===== src/rtl/mycpu_pkg.sv =====
// Shared pipeline-control definitions: fetch-cancel FSM states, stage indices
// and the default outstanding-fetch limit.
package mycpu_pkg;

    typedef enum logic {
        RUN    = 1'b0,
        CANCEL = 1'b1
    } cancel_state_e;

    localparam int STG_IF  = 0;
    localparam int STG_ID  = 1;
    localparam int STG_EX  = 2;
    localparam int STG_MEM = 3;
    localparam int STG_WB  = 4;

    localparam int MAX_OUT_DEF = 2;

endpackage


===== src/rtl/pipe_ctrl_fetch_cancel_tracker.sv =====
// Counts in-flight instruction fetches and, after an exception/eret, discards
// the responses of fetches that were issued before the redirect.
module fetch_cancel_tracker
    import mycpu_pkg::*;
#(
    parameter int MAX_OUT = MAX_OUT_DEF,
    parameter int CNT_W   = $clog2(MAX_OUT + 1)
) (
    input  logic clk,
    input  logic resetn,
    input  logic if_req_issue,
    input  logic if_data_ok,
    input  logic exc_req,
    output logic inst_discard,
    output logic fetch_block
);

    cancel_state_e    state, state_nxt;
    logic [CNT_W-1:0] outstanding, out_nxt;
    logic [CNT_W-1:0] cancel_cnt, cancel_nxt;
    logic [CNT_W:0]   out_sum;

    // Issue beyond MAX_OUT is a protocol error; clamp instead of wrapping.
    always_comb begin
        out_sum = {1'b0, outstanding} + (CNT_W+1)'(if_req_issue);
        if (if_data_ok && (out_sum != '0))
            out_sum = out_sum - (CNT_W+1)'(1);
        if (out_sum > (CNT_W+1)'(MAX_OUT))
            out_nxt = CNT_W'(MAX_OUT);
        else
            out_nxt = out_sum[CNT_W-1:0];
    end

    always_comb begin
        state_nxt    = state;
        cancel_nxt   = cancel_cnt;
        inst_discard = 1'b0;
        case (state)
            RUN: begin
                if (exc_req) begin
                    inst_discard = if_data_ok;
                    if (out_nxt != '0) begin
                        cancel_nxt = out_nxt;
                        state_nxt  = CANCEL;
                    end
                end
            end
            CANCEL: begin
                inst_discard = if_data_ok;
                if (exc_req) begin
                    // out_nxt already counts every live fetch, so reload rather than add.
                    cancel_nxt = out_nxt;
                    state_nxt  = (out_nxt != '0) ? CANCEL : RUN;
                end else if (if_data_ok && (cancel_cnt != '0)) begin
                    cancel_nxt = cancel_cnt - CNT_W'(1);
                    if (cancel_cnt == CNT_W'(1))
                        state_nxt = RUN;
                end
            end
            default: state_nxt = RUN;
        endcase
    end

    always_ff @(posedge clk) begin
        if (!resetn) begin
            state       <= RUN;
            outstanding <= '0;
            cancel_cnt  <= '0;
        end else begin
            state       <= state_nxt;
            outstanding <= out_nxt;
            cancel_cnt  <= cancel_nxt;
        end
    end

    assign fetch_block = (outstanding == CNT_W'(MAX_OUT)) || (state == CANCEL) || exc_req;

endmodule


===== src/rtl/pipe_ctrl.sv =====
// Stall/flush sequencer for the 5-stage pipeline plus fetch-cancel tracking.
// Optional performance counters are built when PIPE_CTRL_PERF_EN is defined.
module pipe_ctrl
    import mycpu_pkg::*;
#(
    parameter int MAX_OUT = MAX_OUT_DEF,
    parameter int CNT_W   = $clog2(MAX_OUT + 1)
) (
    input  logic        clk,
    input  logic        resetn,
    input  logic        if_req_issue,
    input  logic        if_data_ok,
    input  logic        if_empty,
    input  logic        id_load_use,
    input  logic        ex_busy,
    input  logic        mem_data_wait,
    input  logic        exc_req,
    output logic        if_stall,
    output logic        id_stall,
    output logic        ex_stall,
    output logic        mem_stall,
    output logic        id_flush,
    output logic        ex_flush,
    output logic        mem_flush,
    output logic        wb_flush,
    output logic        pc_redirect,
    output logic        fetch_block,
    output logic        inst_discard,
    output logic        if_inst_valid,
    output logic [31:0] perf_stall_cnt,
    output logic [31:0] perf_cancel_cnt
);

    logic [STG_MEM:STG_IF] stall_v;
    logic [STG_WB:STG_ID]  flush_v;

    // Each branch stalls the stages upstream of the hazard and bubbles the one below it.
    always_comb begin
        stall_v     = '0;
        flush_v     = '0;
        pc_redirect = 1'b0;
        if (exc_req) begin
            flush_v[STG_ID]  = 1'b1;
            flush_v[STG_EX]  = 1'b1;
            flush_v[STG_MEM] = 1'b1;
            pc_redirect      = 1'b1;
        end else if (mem_data_wait) begin
            stall_v         = '1;
            flush_v[STG_WB] = 1'b1;
        end else if (ex_busy) begin
            stall_v[STG_IF]  = 1'b1;
            stall_v[STG_ID]  = 1'b1;
            stall_v[STG_EX]  = 1'b1;
            flush_v[STG_MEM] = 1'b1;
        end else if (id_load_use) begin
            stall_v[STG_IF] = 1'b1;
            stall_v[STG_ID] = 1'b1;
            flush_v[STG_EX] = 1'b1;
        end else if (if_empty) begin
            flush_v[STG_ID] = 1'b1;
        end
    end

    assign if_stall  = stall_v[STG_IF];
    assign id_stall  = stall_v[STG_ID];
    assign ex_stall  = stall_v[STG_EX];
    assign mem_stall = stall_v[STG_MEM];
    assign id_flush  = flush_v[STG_ID];
    assign ex_flush  = flush_v[STG_EX];
    assign mem_flush = flush_v[STG_MEM];
    assign wb_flush  = flush_v[STG_WB];

    fetch_cancel_tracker #(
        .MAX_OUT (MAX_OUT),
        .CNT_W   (CNT_W)
    ) u_tracker (
        .clk          (clk),
        .resetn       (resetn),
        .if_req_issue (if_req_issue),
        .if_data_ok   (if_data_ok),
        .exc_req      (exc_req),
        .inst_discard (inst_discard),
        .fetch_block  (fetch_block)
    );

    assign if_inst_valid = if_data_ok && !inst_discard;

`ifdef PIPE_CTRL_PERF_EN
    logic [31:0] stall_cnt_q, cancel_cnt_q;

    always_ff @(posedge clk) begin
        if (!resetn) begin
            stall_cnt_q  <= '0;
            cancel_cnt_q <= '0;
        end else begin
            if (if_stall)
                stall_cnt_q <= stall_cnt_q + 32'd1;
            if (inst_discard)
                cancel_cnt_q <= cancel_cnt_q + 32'd1;
        end
    end

    assign perf_stall_cnt  = stall_cnt_q;
    assign perf_cancel_cnt = cancel_cnt_q;
`else
    assign perf_stall_cnt  = 32'd0;
    assign perf_cancel_cnt = 32'd0;
`endif

endmodule


===== config.mk =====
export PLATFORM = sky130hd
export DESIGN_NAME = pipe_ctrl
export DESIGN_NICKNAME = d
export VERILOG_FILES = /design/src/rtl/mycpu_pkg.sv /design/src/rtl/pipe_ctrl_fetch_cancel_tracker.sv /design/src/rtl/pipe_ctrl.sv
export SDC_FILE = /design/constraint.sdc
export NUM_CORES = 1
export LEC_CHECK = 0
export BUFFER_PORTS_ARGS = -buffer_cell sky130_fd_sc_hd__clkbuf_2
export CORE_MARGIN = 4
export CORE_UTILIZATION = 35
export DETAILED_ROUTE_END_ITERATION = 16
export PLACE_DENSITY_LB_ADDON = 0.2
export SLEW_MARGIN = 0
export SYNTH_ARGS = -nofsm -noshare
export SYNTH_HDL_FRONTEND = slang
export SYNTH_SLANG_ARGS = --single-unit

===== constraint.sdc =====
create_clock -name clk -period 2.56 [get_ports clk]
set_clock_uncertainty 0.15 [all_clocks]
set_input_delay 0 -clock clk [delete_from_list [all_inputs] [get_ports clk]]
set_output_delay 0 -clock clk [all_outputs]
set_load 0.01 [all_outputs]

==> results.cfg <==
[synth]
synth_top_cell_by_area = buf_4
synth_top_family_by_area = buffers and inverters
async_flop_share = 0
yosys.area_share.simple = 0.125
synth-edff-count = 0
synth-seq-area-share = 0.101
synthXorXnorAreaFrac = 0.00886
synth_common_cells = buf_4, ha_1, inv_1
synth_top_cell_area_share = 0.509
synth_most_common_cell = buf_4
ys_ff_latch = 5
synth-warning-count = 0
postSynthCellCount = 123
synth.distinct_cells = 27
synth.area.top_cells = buf_4, dfxtp_1, ha_1
ys.flop_type = dfxtp_1
yosys.area_share.adder = 0.0886
muxShareOfSynthArea = 0.0203
synth_compound_area_frac = 0.105
postSynthAreaPerCell_um2 = 8.04
syn_area_um2 = 988

[route]
drt_iter0_markers = 9
drt-total-wl_mm = 1.50
wire_per_inst_um = 8.59
drtPass1Iterations = 4
ant_nets = 0
drcViolationCount = 0
vias = 612
vias_per_cell = 3.50

[flow_run]
cap_violations = 0

[clock_tree]
cts_buffer_depth = 2
numCtsBuffers = 3
clkTransAtPathRegs_ns = 0.04
cts_tree = done
post-cts-setup-buffers = 0
root_buffer = clkbuf_4
clk_latency_ns = 0.25
clock-sinks = 5
htreeDepth = 1

[sta]
finalSetupViolations = 0
timing.final.ws_setup_ns = 0.110
tns_ns = 0
period_share = 0.957
fmax_mhz = 408
slew_violations = 0
hold_violations = 0
min_period_ns = 2.45
rsz0062_at_grt = no

[power]
p_per_area_nw_per_um2 = 742
leakagePower_nw = 0.556
vdd_drop_max_mv = 0.399
fin_total_pwr_w = 0.000665

[die]
die_h_um = 61.1
num_rows = 19
start_util = 0.362
die_x_um = 61.1
core_um2 = 2730
ios = 85
die_area_um2 = 3740

[hold_path]
min-delay-start = exc_req
min_path_type = input pin to flop

[critical_path]
crit_chain = ha_1 > ha_1 > inv_1 > ha_1 > ha_2 > nor2b_4 > or3_4 > o311a_4 > mux2i_1 > a21boi_1
regToRegStartpoint = u_tracker.outstanding[0]$_SDFF_PN0_
cp-end-kind = flop
critPathKind = flop to flop
path_common_cell = ha_1
slowest_stage = or3_4
crit_family = adder cells
cp.arrival_ns = 2.43
start_kind = flop
crit_path_start = u_tracker.outstanding[0]$_SDFF_PN0_
crit_path_max_incr_delay_ns = 0.36
path_max_fanout = 5
required_ns = 2.54
cp_num_buf_inv = 1

[finish]
fin_cells = 175
fin_nets = 161
antenna_cells = 0
regArea_um2 = 100
multi_input_area_um2 = 587
drive_above_1_share = 0.208
fillCellCount = 293
synthToLayoutAreaGrowth_pct = -9.37

[global_route]
grt-ovfl-total = 0
grtUsageTotal = 0.0708
grt_pass1_wl_mm = 1.99
antenna_found_initial = 0
grt_max_degree = 12
grt_pass1_vias = 468

[placement]
place_ws_ns = 0.0799
port-buffer-count = 20
hpwl_mm = 1.35
gp_congestion = 0.697
dp.cells = 170

[run_status]
outcome = complete, no violations
timing repair:
item,CTS,global route
hold buffers,1,0
setup endpoints to repair,0,1
gates resized for setup,0,1
endpoints found under the hold margin,5,0
worst paths after layout:
check	cells past startpoint	slack, ns	end
worst max-delay path	10	0.11	u_tracker.cancel_cnt[0]$_SDFFE_PN0P_
worst min-delay path	3	0.03	u_tracker.state$_SDFF_PN0_
worst max register to register	10	0.11	u_tracker.cancel_cnt[0]$_SDFFE_PN0P_
worst min register to register	1	0.35	u_tracker.cancel_cnt[1]$_SDFFE_PN0P_
per-stage QoR:
stage	utilization	hold WS (ns)	area (um2)
after global routing	0.328	0.109	896
final	0.328	0.0286	896
after detailed placement	0.314	0.137	857
after global placement	0.314	0.132	857
after floorplan	-	-0.0582	1220
after CTS	0.327	0.0286	893
power breakdown:
| part | switching [W] | internal, W | total (W) | leakage [nW] |
|---|---|---|---|---|
| clock | 0.0000354 | 0.0000591 | 0.0000945 | 0.0150 |
| combinational | 0.000234 | 0.000197 | 0.000432 | 0.499 |
| sequential | 0.0000265 | 0.000112 | 0.000139 | 0.0413 |
tightest hold or removal path: stages:
cell	delay (ns)
clkbuf_2	0.17
a21oi_1	0.16
nor2b_1	0.05
state kept, by name (all words and copies together), names as in the netlist:
register / flops
u_tracker.cancel_cnt: 2
u_tracker.outstanding: 2
u_tracker.state: 1
cell usage in the layout, fill, tap and decap left out, types with 2 or more instances in the layout:
| master | synthesis | routed |
|---|---|---|
| nor2b_1 | 2 | 2 |
| dfxtp_1 | 5 | 5 |
| a21oi_1 | 2 | 2 |
| nand3_1 | 2 | 2 |
| ha_1 | 7 | 6 |
| inv_1 | 7 | 7 |
| clkbuf_2 | 0 | 20 |
| nor2_1 | 6 | 6 |
| clkbuf_4 | 0 | 3 |
| conb_1 | 1 | 64 |
| mux2i_1 | 2 | 2 |
| and2_1 | 2 | 2 |
| a21o_1 | 5 | 5 |
per-layer routing:
layer | vias up | share of wire | track usage | routed length [um]
li1 | 302 | - | - | -
met4 | 0 | 0.020 | 0.0464 | 30
met5 | - | 0 | 0 | 0
met1 | 268 | 0.32 | 0.0790 | 480
met2 | 39 | 0.54 | 0.127 | 813
met3 | 3 | 0.12 | 0.00629 | 180
logic make-up after synthesis:
| group | after synthesis |
|---|---|
| xor+xnor | 1 |
| mux | 2 |
| buf+inv | 75 |
| flops | 5 |
| compound gates | 12 |
| simple gates | 20 |
| other cells | 1 |
| fa+ha+maj | 7 |
final cells by class:
| class | count | share of cell area |
|---|---|---|
| inverter | 7 | 0.0293 |
| multi-input combinational | 106 | 0.655 |
| sequential | 5 | 0.112 |
| tap | 31 | 0.0433 |
| timing repair buffer | 22 | 0.131 |
| clock buffer | 4 | 0.0293 |
Note: power is estimated with default switching activity, not from simulation.
